===== src/rtl/washer_pkg.sv =====
// Shared types for the laundry-cycle sequencer: state and phase encodings,
// actuator bit positions and the state-to-actuator map.
package washer_pkg;

  typedef enum logic [2:0] {
    S_IDLE,
    S_FILL,
    S_WASH,
    S_RINSE,
    S_DRAIN,
    S_DRY,
    S_DONE
  } state_t;

  typedef enum logic [1:0] {
    PH_WASH,
    PH_RINSE,
    PH_ABORT
  } phase_t;

  localparam int ACT_FILL  = 0;
  localparam int ACT_WASH  = 1;
  localparam int ACT_RINSE = 2;
  localparam int ACT_DRAIN = 3;
  localparam int ACT_DRY   = 4;
  localparam int ACT_W     = 5;

  localparam int CNT_W = 4;

  function automatic logic [ACT_W-1:0] act_onehot(input state_t s);
    logic [ACT_W-1:0] v;
    v = '0;
    case (s)
      S_FILL:  v[ACT_FILL]  = 1'b1;
      S_WASH:  v[ACT_WASH]  = 1'b1;
      S_RINSE: v[ACT_RINSE] = 1'b1;
      S_DRAIN: v[ACT_DRAIN] = 1'b1;
      S_DRY:   v[ACT_DRY]   = 1'b1;
      default: v = '0;
    endcase
    return v;
  endfunction

endpackage


===== src/rtl/washer_timer.sv =====
// Down-counting phase timer: load wins over count; expire flags the last
// unpaused cycle of a timed state.
module washer_timer #(
  parameter int TIMER_W = 8
) (
  input  logic               Clk,
  input  logic               nReset,
  input  logic               load,
  input  logic [TIMER_W-1:0] load_val,
  input  logic               en,
  output logic [TIMER_W-1:0] count,
  output logic               expire
);

  always_ff @(posedge Clk or negedge nReset) begin
    if (!nReset) begin
      count <= '0;
    end else if (load) begin
      count <= load_val;
    end else if (en && count != '0) begin
      count <= count - TIMER_W'(1);
    end
  end

  assign expire = en && (count == TIMER_W'(1));

endmodule


===== src/rtl/washer_seq_ctrl.sv =====
// Laundry-cycle sequencer: fill/wash/drain passes, configurable rinses, dry with
// wet extension, pause freeze and abort-to-drain, all timed by one shared timer.
module washer_seq_ctrl
  import washer_pkg::*;
#(
  parameter int N_SIZES     = 4,
  parameter int SIZE_W      = 2,
  parameter int TIMER_W     = 8,
  parameter int FILL_TICKS  = 2,
  parameter int WASH_TICKS  = 4,
  parameter int RINSE_TICKS = 3,
  parameter int DRAIN_TICKS = 2,
  parameter int DRY_TICKS   = 5,
  parameter int MAX_WASH    = 2,
  parameter int MAX_RINSE   = 3,
  parameter int MAX_DRY_EXT = 1
) (
  input  logic              Clk,
  input  logic              nReset,
  input  logic              start,
  input  logic [SIZE_W-1:0] load_size,
  input  logic [1:0]        rinse_cfg,
  input  logic              dirty,
  input  logic              wet,
  input  logic              pause,
  input  logic              abort,
  output logic [SIZE_W-1:0] size_o,
  output logic              fill,
  output logic              wash,
  output logic              rinse,
  output logic              drain,
  output logic              dry,
  output logic              busy,
  output logic              done,
  output logic              aborted,
  output logic              bad_size
);

  localparam longint TMAX = (longint'(1) << TIMER_W) - 1;

  if (N_SIZES < 1 || N_SIZES > (1 << SIZE_W) || MAX_RINSE > 3 || MAX_WASH < 1 ||
      MAX_WASH >= (1 << CNT_W) || MAX_DRY_EXT >= (1 << CNT_W) ||
      longint'(FILL_TICKS) * N_SIZES > TMAX || WASH_TICKS > TMAX || RINSE_TICKS > TMAX ||
      DRAIN_TICKS > TMAX || DRY_TICKS > TMAX) begin : g_bad_params
    $error("washer_seq_ctrl: parameter set out of range");
  end

  localparam logic [CNT_W-1:0]   MAX_WASH_C  = CNT_W'(MAX_WASH);
  localparam logic [CNT_W-1:0]   MAX_EXT_C   = CNT_W'(MAX_DRY_EXT);
  localparam logic [1:0]         MAX_RINSE_C = 2'(MAX_RINSE);
  localparam logic [SIZE_W:0]    SIZE_LIM    = (SIZE_W+1)'(N_SIZES);
  localparam logic [TIMER_W-1:0] WASH_T      = TIMER_W'(WASH_TICKS);
  localparam logic [TIMER_W-1:0] RINSE_T     = TIMER_W'(RINSE_TICKS);
  localparam logic [TIMER_W-1:0] DRAIN_T     = TIMER_W'(DRAIN_TICKS);
  localparam logic [TIMER_W-1:0] DRY_T       = TIMER_W'(DRY_TICKS);

  function automatic logic [TIMER_W-1:0] fill_len(input logic [SIZE_W-1:0] sz);
    return TIMER_W'(FILL_TICKS) * (TIMER_W'(sz) + TIMER_W'(1));
  endfunction

  state_t             state, state_nxt;
  phase_t             phase, phase_nxt;
  logic [SIZE_W-1:0]  size_nxt;
  logic [1:0]         rinse_l, rinse_l_nxt, rinse_n, rinse_nxt;
  logic [CNT_W-1:0]   wash_n, wash_nxt, ext_n, ext_nxt;
  logic               aborted_nxt, bad_nxt;
  logic [ACT_W-1:0]   act;
  logic               tmr_load, tmr_exp, tmr_zero;
  logic [TIMER_W-1:0] tmr_val, tmr_count;

  washer_timer #(.TIMER_W(TIMER_W)) u_timer (
    .Clk      (Clk),
    .nReset   (nReset),
    .load     (tmr_load),
    .load_val (tmr_val),
    .en       (!pause),
    .count    (tmr_count),
    .expire   (tmr_exp)
  );

  // An empty timer in a timed state (zero-tick parameter) is treated as expiry so it cannot hang.
  assign tmr_zero = (tmr_count == '0) && !pause;

  always_comb begin
    state_nxt   = state;
    phase_nxt   = phase;
    size_nxt    = size_o;
    rinse_l_nxt = rinse_l;
    rinse_nxt   = rinse_n;
    wash_nxt    = wash_n;
    ext_nxt     = ext_n;
    aborted_nxt = 1'b0;
    bad_nxt     = 1'b0;
    tmr_load    = 1'b0;
    tmr_val     = '0;
    if (state == S_IDLE) begin
      if (start) begin
        if ({1'b0, load_size} < SIZE_LIM) begin
          state_nxt   = S_FILL;
          phase_nxt   = PH_WASH;
          size_nxt    = load_size;
          rinse_l_nxt = (rinse_cfg > MAX_RINSE_C) ? MAX_RINSE_C : rinse_cfg;
          rinse_nxt   = '0;
          wash_nxt    = CNT_W'(1);
          ext_nxt     = '0;
          tmr_load    = 1'b1;
          tmr_val     = fill_len(load_size);
        end else begin
          bad_nxt = 1'b1;
        end
      end
    end else if (state == S_DONE) begin
      state_nxt = S_IDLE;
    end else if (abort && phase != PH_ABORT) begin
      state_nxt = S_DRAIN;
      phase_nxt = PH_ABORT;
      tmr_load  = 1'b1;
      tmr_val   = DRAIN_T;
    end else if (tmr_exp || tmr_zero) begin
      tmr_load = 1'b1;
      case (state)
        S_FILL: begin
          if (phase == PH_RINSE) begin
            state_nxt = S_RINSE;
            rinse_nxt = rinse_n + 2'd1;
            tmr_val   = RINSE_T;
          end else begin
            state_nxt = S_WASH;
            tmr_val   = WASH_T;
          end
        end
        S_WASH, S_RINSE: begin
          state_nxt = S_DRAIN;
          tmr_val   = DRAIN_T;
        end
        S_DRAIN: begin
          if (phase == PH_ABORT) begin
            state_nxt   = S_IDLE;
            phase_nxt   = PH_WASH;
            aborted_nxt = 1'b1;
            tmr_load    = 1'b0;
          end else if (phase == PH_WASH && dirty && wash_n < MAX_WASH_C) begin
            state_nxt = S_FILL;
            wash_nxt  = wash_n + CNT_W'(1);
            tmr_val   = fill_len(size_o);
          end else if ((phase == PH_WASH && rinse_l != '0) ||
                       (phase == PH_RINSE && rinse_n < rinse_l)) begin
            state_nxt = S_FILL;
            phase_nxt = PH_RINSE;
            tmr_val   = fill_len(size_o);
          end else begin
            state_nxt = S_DRY;
            tmr_val   = DRY_T;
          end
        end
        S_DRY: begin
          if (wet && ext_n < MAX_EXT_C) begin
            ext_nxt = ext_n + CNT_W'(1);
            tmr_val = DRY_T;
          end else begin
            state_nxt = S_DONE;
            tmr_load  = 1'b0;
          end
        end
        default: begin
          state_nxt = S_IDLE;
          tmr_load  = 1'b0;
        end
      endcase
    end
  end

  always_ff @(posedge Clk or negedge nReset) begin
    if (!nReset) begin
      state    <= S_IDLE;
      phase    <= PH_WASH;
      size_o   <= '0;
      rinse_l  <= '0;
      rinse_n  <= '0;
      wash_n   <= '0;
      ext_n    <= '0;
      act      <= '0;
      busy     <= 1'b0;
      done     <= 1'b0;
      aborted  <= 1'b0;
      bad_size <= 1'b0;
    end else begin
      state    <= state_nxt;
      phase    <= phase_nxt;
      size_o   <= size_nxt;
      rinse_l  <= rinse_l_nxt;
      rinse_n  <= rinse_nxt;
      wash_n   <= wash_nxt;
      ext_n    <= ext_nxt;
      act      <= pause ? '0 : act_onehot(state_nxt);
      busy     <= (state_nxt != S_IDLE);
      done     <= (state_nxt == S_DONE);
      aborted  <= aborted_nxt;
      bad_size <= bad_nxt;
    end
  end

  assign fill  = act[ACT_FILL];
  assign wash  = act[ACT_WASH];
  assign rinse = act[ACT_RINSE];
  assign drain = act[ACT_DRAIN];
  assign dry   = act[ACT_DRY];

endmodule

===== config.mk =====
export PLATFORM = sky130hd
export DESIGN_NAME = washer_seq_ctrl
export DESIGN_NICKNAME = d
export VERILOG_FILES = /design/src/rtl/washer_pkg.sv /design/src/rtl/washer_timer.sv /design/src/rtl/washer_seq_ctrl.sv
export SDC_FILE = /design/constraint.sdc
export NUM_CORES = 1
export LEC_CHECK = 0
export BUFFER_PORTS_ARGS = -buffer_cell sky130_fd_sc_hd__clkbuf_2
export CAP_MARGIN = 20
export CORE_AREA = 2 2 72 74
export CTS_CLUSTER_SIZE = 16
export DETAILED_ROUTE_END_ITERATION = 10
export DIE_AREA = 0 0 74 76
export GPL_ROUTABILITY_DRIVEN = 0
export SYNTH_ARGS = -nofsm -noshare
export SYNTH_HDL_FRONTEND = slang
export SYNTH_SLANG_ARGS = --single-unit
export TNS_END_PERCENT = 5

===== constraint.sdc =====
create_clock -name Clk -period 3.03 [get_ports Clk]
set_input_delay 0.303 -clock Clk [delete_from_list [all_inputs] [get_ports Clk]]
set_output_delay 0.303 -clock Clk [all_outputs]
set_load 0.01 [all_outputs]

==> reports/qor.txt, run 1 <==
Worst path required time: 3220 ps
Routed Antenna Nets: 0
1st-iter DRT viols: 217
Launching point of the worst reg2reg path: u_timer.count[4]
Worst-Margin Slew: 852 ps
Starting Density: 40.6%
Mapped Nets: 236
CP Launch Type: flip-flop
Post-Syn Area: 1990 um^2
GRT Total Usage: 18.1%
Leak: 1.03 nW
Critical Path Sink: act[1]
Die outline width: 74 um
First-pass GRT wire length: 8000 um
# rows: 26
Clock tree sinks: 35
Final setup fails: 0
Yosys warnings: 0
Die H: 76 um
Initial antenna violation count: 0
CTS Root Cell: clkbuf_8
RSZ-0062 raised after global routing: false
Seq/Total Area, Yosys: 44.0%
Area share of the largest cell type after synthesis: 44.0%
Drt drc: 0
CTS HTree Levels: 2
Routed wl met3: 216 um
Maxcap violations: 0
Vias in the first global route: 1667
Worst r2r path cells: 5
Met2 Wirelength: 1960 um
TritonCTS clock tree: yes
EDFF count, synth: 0
Max Slew Vio Count: 0
Synth cell count leaders: dfrtp_1, nand2_1, nor2_1
Max IR drop VDD: 0.000352 V
Yosys cell types: 54
Status: finished clean
Most common cell in the netlist: dfrtp_1
Final Skew: 3.40 ps
Final Util: 46.1%
Area leader, netlist: dfrtp_1
Post-CTS setup repair buffer count: 0
Hold Buf Count CTS: 0
Relative slew slack: 43.2%
I/O pin count: 22
WS Path Type: reg -> reg
Pwr/cell area: 972 nW/um^2
Gate Count Post-Synth: 217
Worst-skew pair later-pin latency: 280 ps
Layout cell share with drive strength beyond 1: 18.7%
Met1 Routed Length: 2140 um
Setup_tns: 0 ps
Final worst path period share: 82.7%
WL per Instance: 14.1 um
Die area: 5620 um^2
FF+latch count, synth: 35
Dominant synthesized flop cell: dfrtp_1
RR Endpoint: act[1]
Fmax: 0.399 GHz
Area Overhead vs Synth: 13.6%
Critical Path Start: u_timer.count[4]
FFs w/ async S/R, synth: 100%
Tmin final: 2500 ps
Post-DP HPWL: 3150 um
CP endpoint kind: flip-flop
Worst-path clk slew: 70 ps
Post_cts resized: 0
CORE AREA: 4910 um^2
Vias: 1684
Crit path max fanout: 9
Largest net degree at the start of global routing: 36
Congestion Overflow GR: 0
Port Buffer Count: 20
Number of diodes: 0
Arrival @ worst endpoint: 2700 ps
Hold Crit Class: in -> async
CTS Buffer Depth: 2
Routed wire length: 4390 um
Avg Inst Size Synth: 9.18 um^2
Uppermost routed layer: met4
Reg2Reg Setup Slack: 530 ps
Area occupied by multi-input gates: 1040 um^2
Final nets: 260
CTS Buf Count: 5
Fill count: 489
FF+latch area: 876 um^2
DR pass1 iterations: 5
DR vias/cell: 5.41
Final-report hold violation count: 0
Synth top area cells: dfrtp_1, ha_1, nand2_1
-- sequential cells by signal, summed over array words and instances, names as in the netlist --
register / flops
size_o: 2
aborted: 1
phase: 2
state: 3
rinse_n: 2
ext_n: 4
u_timer.count: 8
done: 1
act: 5
wash_n: 4
rinse_l: 2
busy: 1
-- cells in the final DEF (no fill, tap or decap), types with 2 or more instances in the layout --
cell type,n
nand2b_1,5
and2_1,4
clkbuf_2,20
nand4_1,2
buf_4,3
a31oi_1,2
a211o_1,3
ha_1,8
o31ai_1,2
or2_2,2
nor3_1,10
a21oi_1,13
o211ai_1,2
nand2_1,26
xnor2_1,3
nor2_1,20
o22ai_1,2
nor4_2,2
o21ai_0,10
nand3b_1,2
dfrtp_1,35
nor4_1,2
o2111ai_1,2
inv_1,12
xor2_1,3
clkbuf_8,6
nand3_1,9
nor2b_1,2
a31o_2,2
-- worst max-delay path: stages, from the launching register on --
cell	delay, ps
dfrtp_1	430
or4_4	550
nor4_4	540
a41oi_1	230
o221ai_2	410
nor4b_2	260
-- final cells by class --
cell class	count	area share [%]
Clock inverter	1	0.221
Timing Repair Buffer	23	5.42
Clock buffer	6	3.65
Inverter	13	2.16
Multi-Input combinational cell	163	46.0
Sequential cell	35	38.7
Tap cell	70	3.87
-- cell families (layout without fill, tap and decap cells) --
logic type / after synthesis / count (layout) / synth area share (%)
and+or+nand+nor: 96 / 96 / 26.1
AOI/OAI and AO/OA: 51 / 51 / 17.8
DFF: 35 / 35 / 44.0
buffers and inverters: 19 / 43 / 3.77
adders and majority gates: 8 / 8 / 5.03
xor gates and xnor gates: 6 / 6 / 2.64
other: 1 / 1 / 0.188
muxes: 1 / 1 / 0.503
-- per-layer routing --
layer  vias to the layer above  global-route usage, %
li1                        825                      -
met2                        62                   26.1
met5                         -                      0
met4                         0                   6.73
met3                         9                   3.97
met1                       788                   26.4
-- how the worst min path moves through the flow --
stage	endpoint	slack, ps
final	u_timer.count[7]	120
after global routing	phase[1]	200
after CTS	u_timer.count[7]	150
after detailed placement	act[0]	460
after global placement	act[0]	460
after floorplan	aborted	7
-- stage by stage --
| step | worst slack, ps | std cells | power, mW | hold slack [ps] | area (um^2) |
|---|---|---|---|---|---|
| final | 525 | 311 | 2.20 | 116 | 2260 |
| after global routing | 349 | 311 | 2.41 | 200 | 2260 |
| after CTS | 557 | 311 | 2.21 | 153 | 2260 |
| after detailed placement | 586 | 304 | 1.86 | 464 | 2180 |
| after global placement | 598 | 304 | 1.86 | 460 | 2180 |
| after floorplan | 781 | 217 | 1.58 | 7.41 | 1990 |
-- report_power, final --
group          switching, mW  internal, mW  leakage, nW  total, mW
Combinational          0.643         0.442        0.519       1.09
Sequential             0.172         0.601        0.464      0.773
Clock                  0.164         0.178       0.0470      0.343
Power figures use the tool's default switching activity.
==> inputs of run 2 (changes only) <==
- clock period: 3.03 -> 2.11 ns (I/O delays scaled with it)
==> reports/qor.txt, run 2 (synthesized netlist as in run 1, its figures left out) <==
Status: complete, but fails checks (was finished clean)
Failing checks: negative setup slack
Relative slew slack: 44.0% (was 43.2%)
Fmax: 0.463 GHz (was 0.399 GHz)
Worst-skew pair later-pin latency: 290 ps (was 280 ps)
Clock tree sinks: 35 (unchanged)
Slowest library cell on the worst path: or4_4 (unchanged)
WL per Instance: 13.6 um (was 14.1 um)
DR pass1 iterations: 4 (was 5)
Top reg by flops: u_timer.count (unchanged)
Worst-Margin Slew: 840 ps (was 852 ps)
Number of diodes: 0 (unchanged)
Layout cell share with drive strength beyond 1: 28.6% (was 18.7%)
Arrival @ worst endpoint: 2350 ps (was 2700 ps)
FF+latch area: 876 um^2 (unchanged)
# rows: 26 (unchanged)
CTS Buf Count: 5 (unchanged)
Max IR drop VDD: 0.000637 V (was 0.000352 V)
Routed Antenna Nets: 0 (unchanged)
Registers with the most flip-flops: u_timer.count (8), act (5) (unchanged)
Final Util: 51.3% (was 46.1%)
Hold Buf Count CTS: 0 (unchanged)
CORE AREA: 4910 um^2 (unchanged)
Hold Crit Class: in -> async (unchanged)
Vias: 1791 (was 1684)
Final setup fails: 9 (was 0)
Tmin final: 2160 ps (was 2500 ps)
Congestion Overflow GR: 0 (unchanged)
DR vias/cell: 5.28 (was 5.41)
WS Path Type: reg -> reg (unchanged)
Pwr/cell area: 1410 nW/um^2 (was 972 nW/um^2)
Worst-path clk slew: 70 ps (about the same)
Largest register FFs: 8 (unchanged)
Die area: 5620 um^2 (unchanged)
Leak: 1.18 nW (was 1.03 nW)
Setup WS post-layout: -51.7 ps (was 525 ps)
Most common cell after layout, fill and taps aside: dfrtp_1 (unchanged)
Final nets: 287 (was 260)
Worst path max stage delay: 550 ps (about the same)
Worst path cell trace: or4_4 -> nor4_4 -> buf_4 -> o22ai_1 -> a211o_2 -> nor4b_2 (was or4_4 -> nor4_4 -> a41oi_1 -> o221ai_2 -> nor4b_2)
Die outline width: 74 um (unchanged)
Setup_tns: -161 ps (was 0 ps)
Total Power: 3.56 mW (was 2.20 mW)
Port Buffer Count: 20 (unchanged)
Final Skew: 8.77 ps (was 3.40 ps)
Largest net degree at the start of global routing: 36 (unchanged)
RSZ-0062 raised after global routing: true (was false)
CTS HTree Levels: 2 (unchanged)
Crit path max fanout: 7 (was 9)
GRT Total Usage: 18.0% (was 18.1%)
CTS Buffer Depth: 2 (unchanged)
Max Slew Vio Count: 0 (unchanged)
Commonest cells after routing, fill and taps aside: dfrtp_1, buf_4, nand2_1 (was dfrtp_1, nand2_1, nor2_1, clkbuf_2, a21oi_1)
Drt drc: 0 (unchanged)
First-pass GRT wire length: 7880 um (was 8000 um)
Worst hold margin: 23.3 ps (was 116 ps)
Final worst path period share: 102% (was 82.7%)
CP endpoint kind: flip-flop (unchanged)
Worst path required time: 2300 ps (was 3220 ps)
Initial antenna violation count: 0 (unchanged)
CTS Root Cell: clkbuf_8 (unchanged)
CP Launch Type: flip-flop (unchanged)
Area occupied by multi-input gates: 1090 um^2 (was 1040 um^2)
Area Overhead vs Synth: 26.5% (was 13.6%)
Starting Density: 40.6% (unchanged)
TritonCTS clock tree: yes (unchanged)
1st-iter DRT viols: 92 (was 217)
Vias in the first global route: 1662 (was 1667)
Post-DP HPWL: 3450 um (was 3150 um)
Routed wire length: 4610 um (was 4390 um)
I/O pin count: 22 (unchanged)
Final-report hold violation count: 0 (unchanged)
Maxcap violations: 0 (unchanged)
Fill count: 471 (was 489)
Die H: 76 um (unchanged)
run 2: cell count changes in the layout (fill, tap and decap cells not counted), moves of 2 or more:
cell and delta:
o21ai_1 +3, buf_6 +2, clkbuf_1 +2, buf_4 +25, nor3_2 +2, o21ai_0 -3, nor3_1 -2, nor4_4 +2
run 2: area by class of cell:
class	instances	area share, %
multi-input combinational	163	43.4
sequential	35	34.8
timing repair buffer	50	13.2
tap	70	3.48
clock buffer	7	3.03
inverter	13	1.94
clock inverter	1	0.199
run 2: path summary, 6_finish.rpt:
kind,start,endpoint,slack [ps],depth (start not counted)
worst min register to register,ext_n[3],ext_n[3],500,1
max in group asynchronous,nReset,ext_n[0],1560,1
min in group Clk,rinse_cfg[0],rinse_l[0],120,3
worst max register to register,u_timer.count[5],act[1],-50,6
worst max-delay path,u_timer.count[5],act[1],-50,6
worst min-delay path,nReset,act[0],20,1
run 2: metrics by stage:
stage	cells	setup WS (ps)	instance area, um^2
after floorplan	217	-48.5	1990
after global placement	327	-91.1	2350
after detailed placement	327	-168	2350
after CTS	339	-102	2510
after global routing	339	-157	2520
final	339	-51.7	2520
run 2: power by group:
group          internal (mW)  switching, mW
logic                  0.949           1.12
clock network          0.231          0.228
registers              0.865          0.172
total                   2.05           1.52
run 2: worst max-delay path: cells and delay by family (launching register included):
kind,cells,cell delay [ps]
AOI/OAI and AO/OA,2,440
buffers and inverters,1,190
and+or+nand+nor,3,1050
DFF,1,380
run 2: repair_timing:
| item | CTS | global route |
|---|---|---|
| gates resized for setup | 9 | 5 |
| setup buffers | 4 | 0 |
| pin swaps | 7 | 3 |
| gates cloned | 0 | 0 |
| setup endpoints to repair | 15 | 26 |
run 2: per-layer routing:
metal  GRT usage, %  part of all wire [%]  wire length, um
met3           3.84                   3.6              165
met2           27.0                    47             2180
met5              0                     0                0
met4           6.55                   2.1               99
met1           25.3                    47             2160
